$ cat src/rtl/fp_mant_multiplier_seq.sv
// Sequential shift-add mantissa multiplier for the FP32 multiply path.
// Produces the biased exponent sum and the raw 2*MANT_W-bit product.
module fp_mant_multiplier_seq #(
  parameter int MANT_W = 24,
  parameter int EXP_W  = 8,
  parameter int BIAS   = 127
) (
  input  logic                  clk,
  input  logic                  rst,
  input  logic                  in_valid,
  output logic                  in_ready,
  input  logic [EXP_W-1:0]      a_e,
  input  logic [MANT_W-1:0]     a_m,
  input  logic [EXP_W-1:0]      b_e,
  input  logic [MANT_W-1:0]     b_m,
  output logic                  out_valid,
  input  logic                  out_ready,
  output logic [EXP_W-1:0]      out_e,
  output logic [2*MANT_W-1:0]   out_m,
  output logic                  exp_ovf,
  output logic                  exp_unf
);

  localparam int CW = $clog2(MANT_W);
  localparam int PW = 2 * MANT_W;
  localparam int SW = EXP_W + 2;

  typedef enum logic [1:0] {
    IDLE,
    BUSY,
    DONE
  } state_t;

  state_t state, state_nx;

  logic [MANT_W-1:0]    a_r;
  logic [MANT_W-1:0]    b_r;
  logic [PW-1:0]        acc;
  logic [PW-1:0]        addend;
  logic [PW-1:0]        acc_nx;
  logic [CW-1:0]        cnt;
  logic                 accept;
  logic                 zero_op;
  logic                 last;
  logic signed [SW-1:0] s;

  assign accept  = in_valid & in_ready;
  assign zero_op = (a_m == '0) | (b_m == '0);
  assign last    = (cnt == CW'(MANT_W - 1));

  // Two extra bits: one for the carry of the sum, one for the sign.
  assign s = $signed(SW'(a_e) + SW'(b_e) - SW'(BIAS));

  assign addend = b_r[cnt] ? (PW'(a_r) << cnt) : '0;
  assign acc_nx = acc + addend;

  always_ff @(posedge clk) begin
    if (rst) state <= IDLE;
    else     state <= state_nx;
  end

  always_comb begin
    state_nx  = state;
    in_ready  = 1'b0;
    out_valid = 1'b0;
    unique case (state)
      IDLE: begin
        in_ready = 1'b1;
        if (accept) state_nx = zero_op ? DONE : BUSY;
      end
      BUSY: begin
        if (last) state_nx = DONE;
      end
      DONE: begin
        out_valid = 1'b1;
        if (out_ready) state_nx = IDLE;
      end
      default: state_nx = IDLE;
    endcase
  end

  always_ff @(posedge clk) begin
    if (rst) begin
      a_r     <= '0;
      b_r     <= '0;
      acc     <= '0;
      cnt     <= '0;
      out_m   <= '0;
      out_e   <= '0;
      exp_ovf <= 1'b0;
      exp_unf <= 1'b0;
    end else begin
      unique case (state)
        IDLE: begin
          if (accept) begin
            a_r     <= a_m;
            b_r     <= b_m;
            acc     <= '0;
            cnt     <= '0;
            out_e   <= s[EXP_W-1:0];
            exp_ovf <= ~s[SW-1] & s[EXP_W];
            exp_unf <= s[SW-1];
            if (zero_op) out_m <= '0;
          end
        end
        BUSY: begin
          acc <= acc_nx;
          cnt <= cnt + 1'b1;
          if (last) out_m <= acc_nx;
        end
        default: begin
        end
      endcase
    end
  end

endmodule

$ cat config.mk
export PLATFORM = sky130hd
export DESIGN_NAME = fp_mant_multiplier_seq
export DESIGN_NICKNAME = d
export VERILOG_FILES = /design/src/rtl/fp_mant_multiplier_seq.sv
export SDC_FILE = /design/constraint.sdc
export NUM_CORES = 1
export LEC_CHECK = 0
export ABC_CLOCK_PERIOD_IN_PS = 5490
export CAP_MARGIN = 20
export CORE_ASPECT_RATIO = 0.7
export CORE_MARGIN = 10
export CORE_UTILIZATION = 40
export CTS_CLUSTER_DIAMETER = 200
export CTS_CLUSTER_SIZE = 28
export DETAILED_ROUTE_END_ITERATION = 8
export GPL_TIMING_DRIVEN = 0
export HOLD_SLACK_MARGIN = 0.08
export PLACE_DENSITY_LB_ADDON = 0.15
export SYNTH_ARGS = -nofsm -noshare
export SYNTH_HDL_FRONTEND = slang
export SYNTH_SLANG_ARGS = --single-unit
$ cat constraint.sdc
create_clock -name clk -period 5.49 [get_ports clk]
set_clock_uncertainty 0.15 [all_clocks]
set_input_delay 1.647 -clock clk [delete_from_list [all_inputs] [get_ports clk]]
set_output_delay 1.647 -clock clk [all_outputs]
set_load 0.01 [all_outputs]
Word level (Yosys, flattened, before mapping):

Index checks and enable logic that the tools add are counted.

* $add $sub $neg: 4
* magnitude comparators: 1
* equal/unequal tests: 7
* shifts and indexed selects: 1
* multiplexer cells: 18
* bitwise gates (word level): 4
* reductions and logical operators: 8

Operator list (count)
* $mux 48: 5
* $pmux 48 s2: 2
* $add 48x48->48: 1
* $logic_not 24->1: 2
* $shl 24x5->48: 1
* $pmux 5 s2: 1
* $sub 9x7->10 const B: 1
* $add 8x8->9: 1
* $mux 2: 4
* $ne 2x2->1 const B: 4
* $lt 5x6->1 const B: 1
* $pmux 2 s3: 1
* $add 5x1->5 const B: 1
* $bmux 1 s5: 1
* $eq 5x5->1 const B: 1
* $mux 5: 1
* $reduce_and 2->1: 2
* $reduce_and 4->1: 1
* $mux 1: 3
* $reduce_and 3->1: 1
* $and 1x1->1: 2
* $eq 2x1->1 const B: 1
* $eq 2x2->1 const B: 1
* $logic_not 2->1: 1
* other kinds (3): 3

* register bits: 161
* output and inout port bits: 60

Depth between registers and ports, before layout:

* depth after elaboration: 6
* gate-level depth with buffers: 22
* mapped depth without buffers: 19

Worst setup path after synthesis:

No wires, ideal clock.

* path type: register to register
* from: reg cnt[0]
* to: reg acc[39]
* setup time: 0.117 ns
* data arrival time: 4.102 ns
* required time: 5.223 ns
* setup slack: 1.122 ns
* stages on the path, launching flop included: 19
* period minus slack after synthesis: 4.368 ns
* path through: dfxtp_1 buf_6 mux4_2 mux4_2 nand2_2 and2_1 buf_2 buf_6 nor2_1 ha_1 a21oi_1 o21ai_0 a211o_1 nor4_2 a21oi_1 a21oi_1 o21ai_1 xor2_1 a22o_1

* word-level cells in the longest chain between the ends: 5
* elaborated cells between the ends (all ways): 6

Ends and longest elaborated chain
* start: declaration: RTL line 41 `logic [CW-1:0] cnt;`
* start signal: assignment: RTL line 108 `cnt <= cnt + 1'b1;`
* $bmux 1 s5: RTL line 54 `assign addend = b_r[cnt] ? (PW'(a_r) << cnt) : '0;`
* $mux 1 (implied by the code): RTL line 54
* $mux 48 (*): RTL line 54
* $add 48x48->48 (*): RTL line 55 `assign acc_nx = acc + addend;`
* $pmux 48 s2 (*): RTL line 93 `unique case (state)`
* end signal: assignment: RTL line 107 `acc <= acc_nx;`
* end: declaration: RTL line 38 `logic [PW-1:0] acc;`

Mark *: on every way between the ends. The rest lies on a longest branch, timed or not. The select of a mux whose other input is x is not followed.
A chain may end at the register's enable or synchronous reset.

Worst setup path after layout:

* from: reg cnt[1]
* to: reg acc[39]

The elaborated chain is that of the path after synthesis.

==> results.toml <==
[setup_path]
crit_family = "compound AO/OA/AOI/OAI gates"
cp_cell_sequence = "buf_2 > clkbuf_4 > clkbuf_4 > buf_4 > mux4_2 > mux2i_1 > nand2_1 > o21ai_0 > inv_1 > a21oi_1 > nor2_1 > ha_1 > nand2_1 > nor2_1 > a211o_1 > nor4_4 > a21oi_1 > a21oi_1 > o21ai_1 > xor2_1 > a22o_1"
cpMostUsedCell = "a21oi_1"
start_kind = "flip-flop"
cp_slowest_cell = "mux2i_1"
critical_path.max_stage_delay_ns = 0.41
crit_buf_inv = 5
cp-end-kind = "flip-flop"
cp.arrival_ns = 5.56
path_class = "flip-flop to flip-flop"
required_ns = 5.67
path_max_fanout = 10

[run]
drv_cap = 0

[power_and_ir_drop]
leakagePower_nw = 4.97
swShare_pct = 28.0
power.internal_mw = 2.02
power.total_mw = 2.80
combPwrFrac_pct = 15.3
pwr_density_cell_nw_per_um2 = 218
pwr-share-clk_pct = 41.0
power.switching_mw = 0.783
seqPwrFrac_pct = 43.8
ir_worst_vdd_mv = 0.198

[synth]
synth_ff_type = "dfxtp_1"
ys_warn_count = 0
netlist_area_um2 = 10500
yosysTopAreaCellShare_pct = 30.6
ys_async_sr_fraction_pct = 0
synth.avg_cell_area_um2 = 7.90
ys_types = 80
synth_largest_area_cell = "dfxtp_1"
synthesis.instances = 1336
synth.ff_latch_count = 161
yosys-top-cells-area = "dfxtp_1, nand2_1, ha_1"
syn_nets = 1469
ys_seq_area_share_pct = 30.6
synth-edff-count = 0

[finish]
fin_nets = 1615
multi_input_area_um2 = 6850
layout_common_cells = "nand2_1, dfxtp_1, a21oi_1, nor2_1, clkdlybuf4s50_1"
ff_latch_area_um2 = 3220
stdcell_count = 1851
final_common_cell = "nand2_1"
n_fill_cell = 2516
antennaDiodeCount = 0
fin_area_um2 = 12800
areaGrowthSynthToFinish_pct = 21.6
drive_above_1_share_pct = 7.03

[routing]
vias = 10400
route.detailed.drc = 0
drtIter0Drc = 1001
dr.pass1.iters = 5
routed_wirelength_um = 36600
viasPerCell = 5.62
postRouteAntennaNets = 0
wl_per_cell_um = 19.8

[global_routing]
grt_max_degree = 17
antenna_found_initial = 0
grt_pass1_wl_um = 56800
grt_pass1_vias = 9829
grt_overflow = 0
gr-usage-all-layers_pct = 21.4

[floorplan]
die-area_um2 = 33400
die_y_um = 156
core-area_um2 = 25800
dieWidth_um = 214
num_rows = 49
start_util_pct = 40.9
ios = 128

[clock_network]
cts_max_level = 4
holdBufCountCts = 0
cts.clk_slew.worst_paths_ns = 0.07
cts-root-buf = "clkbuf_16"
clock_latency_ns = 0.44
cts_inserted_buffers = 17
clock_sinks = 161
clock_path_buffers = 2
post_cts_buffers = 0
cts_tree = "yes"

[sta]
holdWs_ns = 0.296
drv_slew = 0
fin_crit_sh_pct = 98.1
rsz0062_at_grt = "false"
setup_viol = 0
tns_ns = 0
hold_viol = 0
worst_pin_slew_ns = 0.745
max_freq_mhz = 186
fin_crit_ns = 5.38
slew_headroom_pct = 49.9

[status]
status = "finished clean"

[placed_design]
gp_congestion = 0.945
place_area_um2 = 12300
dpl.hpwl_um = 29200
port_buffers = 126
dp_cells = 1820

[worst_hold_path]
hold_path.class = "flip-flop to flip-flop"
==> layer usage <==
layer | vias up | GRT usage [%] | wire, um
met2 | 313 | 30.5 | 14800
met5 | - | 0 | 0
met3 | 22 | 4.57 | 2620
met4 | 0 | 4.01 | 308
li1 | 5092 | - | -
met1 | 4974 | 32.2 | 18900
==> cells by family (layout without fill, tap and decap cells) <==
kind of cell	Yosys count	in the layout	share of synthesized area (%)
AOI/OAI and AO/OA	395	395	24.6
xor gates and xnor gates	47	47	3.90
adders and majority gates	65	65	7.85
buffers and inverters	117	275	4.61
DFF	161	161	30.6
muxes	56	56	7.48
and+or+nand+nor	495	495	21.0
==> worst reg2reg max path, stage by stage, from the launching register on <==
cell and delay [ns]:
dfxtp_1 0.33, buf_2 0.27, clkbuf_4 0.29, clkbuf_4 0.27, buf_4 0.23, mux4_2 0.36, mux2i_1 0.41, nand2_1 0.09
o21ai_0 0.08, inv_1 0.12, a21oi_1 0.22, nor2_1 0.13, ha_1 0.35, nand2_1 0.20, nor2_1 0.07, a211o_1 0.37
nor4_4 0.25, a21oi_1 0.21, a21oi_1 0.32, o21ai_1 0.17, xor2_1 0.18, a22o_1 0.21
==> synthesized netlist by cell type (5+ instances only) <==
library cell and count:
nand3_1 39, o21ai_1 17, a211oi_1 17, xnor2_1 27, mux2i_1 26, nand2_1 215
o22a_1 5, mux2_2 13, clkbuf_1 65, nor4_1 14, a22oi_1 28, o21bai_1 8
and2_1 10, xor2_1 20, buf_1 7, a21o_1 28, nand4_1 13, nor2_1 132
or3_1 5, dfxtp_1 161, a31oi_1 11, buf_2 13, mux4_2 17, nor2b_1 12
and3_1 8, nand2b_1 8, inv_1 26, nor3_1 15, a22o_1 38, a21oi_1 154
ha_1 63, o21ai_0 46, o21a_1 5
==> power by group through the flow <==
stage | combinational [mW] | sequential (mW) | clock (mW)
finish | 0.427 | 1.23 | 1.15
global route | 0.464 | 1.23 | 1.22
CTS | 0.421 | 1.23 | 1.16
detailed placement | 0.419 | 1.25 | 0
global placement | 0.414 | 1.25 | 0
floorplan | 0.245 | 1.25 | 0
==> final cells by class <==
type / instances / area share, %
multi-input combinational: 1058 / 53.4
sequential: 161 / 25.1
timing repair buffer: 127 / 9.89
clock buffer: 21 / 3.59
tap: 357 / 3.48
buffer: 91 / 3.10
inverter: 26 / 0.761
clock inverter: 10 / 0.683
==> metrics by stage <==
step	setup slack, ns	util [%]
6_report	0.105	49.7
5_1_grt	0.00374	49.7
4_1_cts	0.0715	49.6
3_5_place_dp	0.0715	47.5
3_3_place_gp	0.0590	47.5
2_1_floorplan	1.12	-
==> flip-flops by register name (all words and copies together) (netlist names) <==
signal / flops
acc: 48
exp_unf: 1
b_r: 24
out_e: 8
exp_ovf: 1
state: 2
a_r: 24
cnt: 5
out_m: 48
==> worst paths after layout <==
path                   from        end  slack, ns  depth (start not counted)
setup / recovery     cnt[1]    acc[39]       0.11                         21
setup reg to reg     cnt[1]    acc[39]       0.11                         21
hold reg to reg   out_m[47]  out_m[47]       0.30                          2
hold / removal    out_m[47]  out_m[47]       0.30                          2
==> timing repair <==
item                                    in CTS  in global routing
gates resized for setup                      1                  6
hold endpoints to repair                     0                  0
endpoints found under the setup margin       2                 17
(Power assumes the default switching activity.)
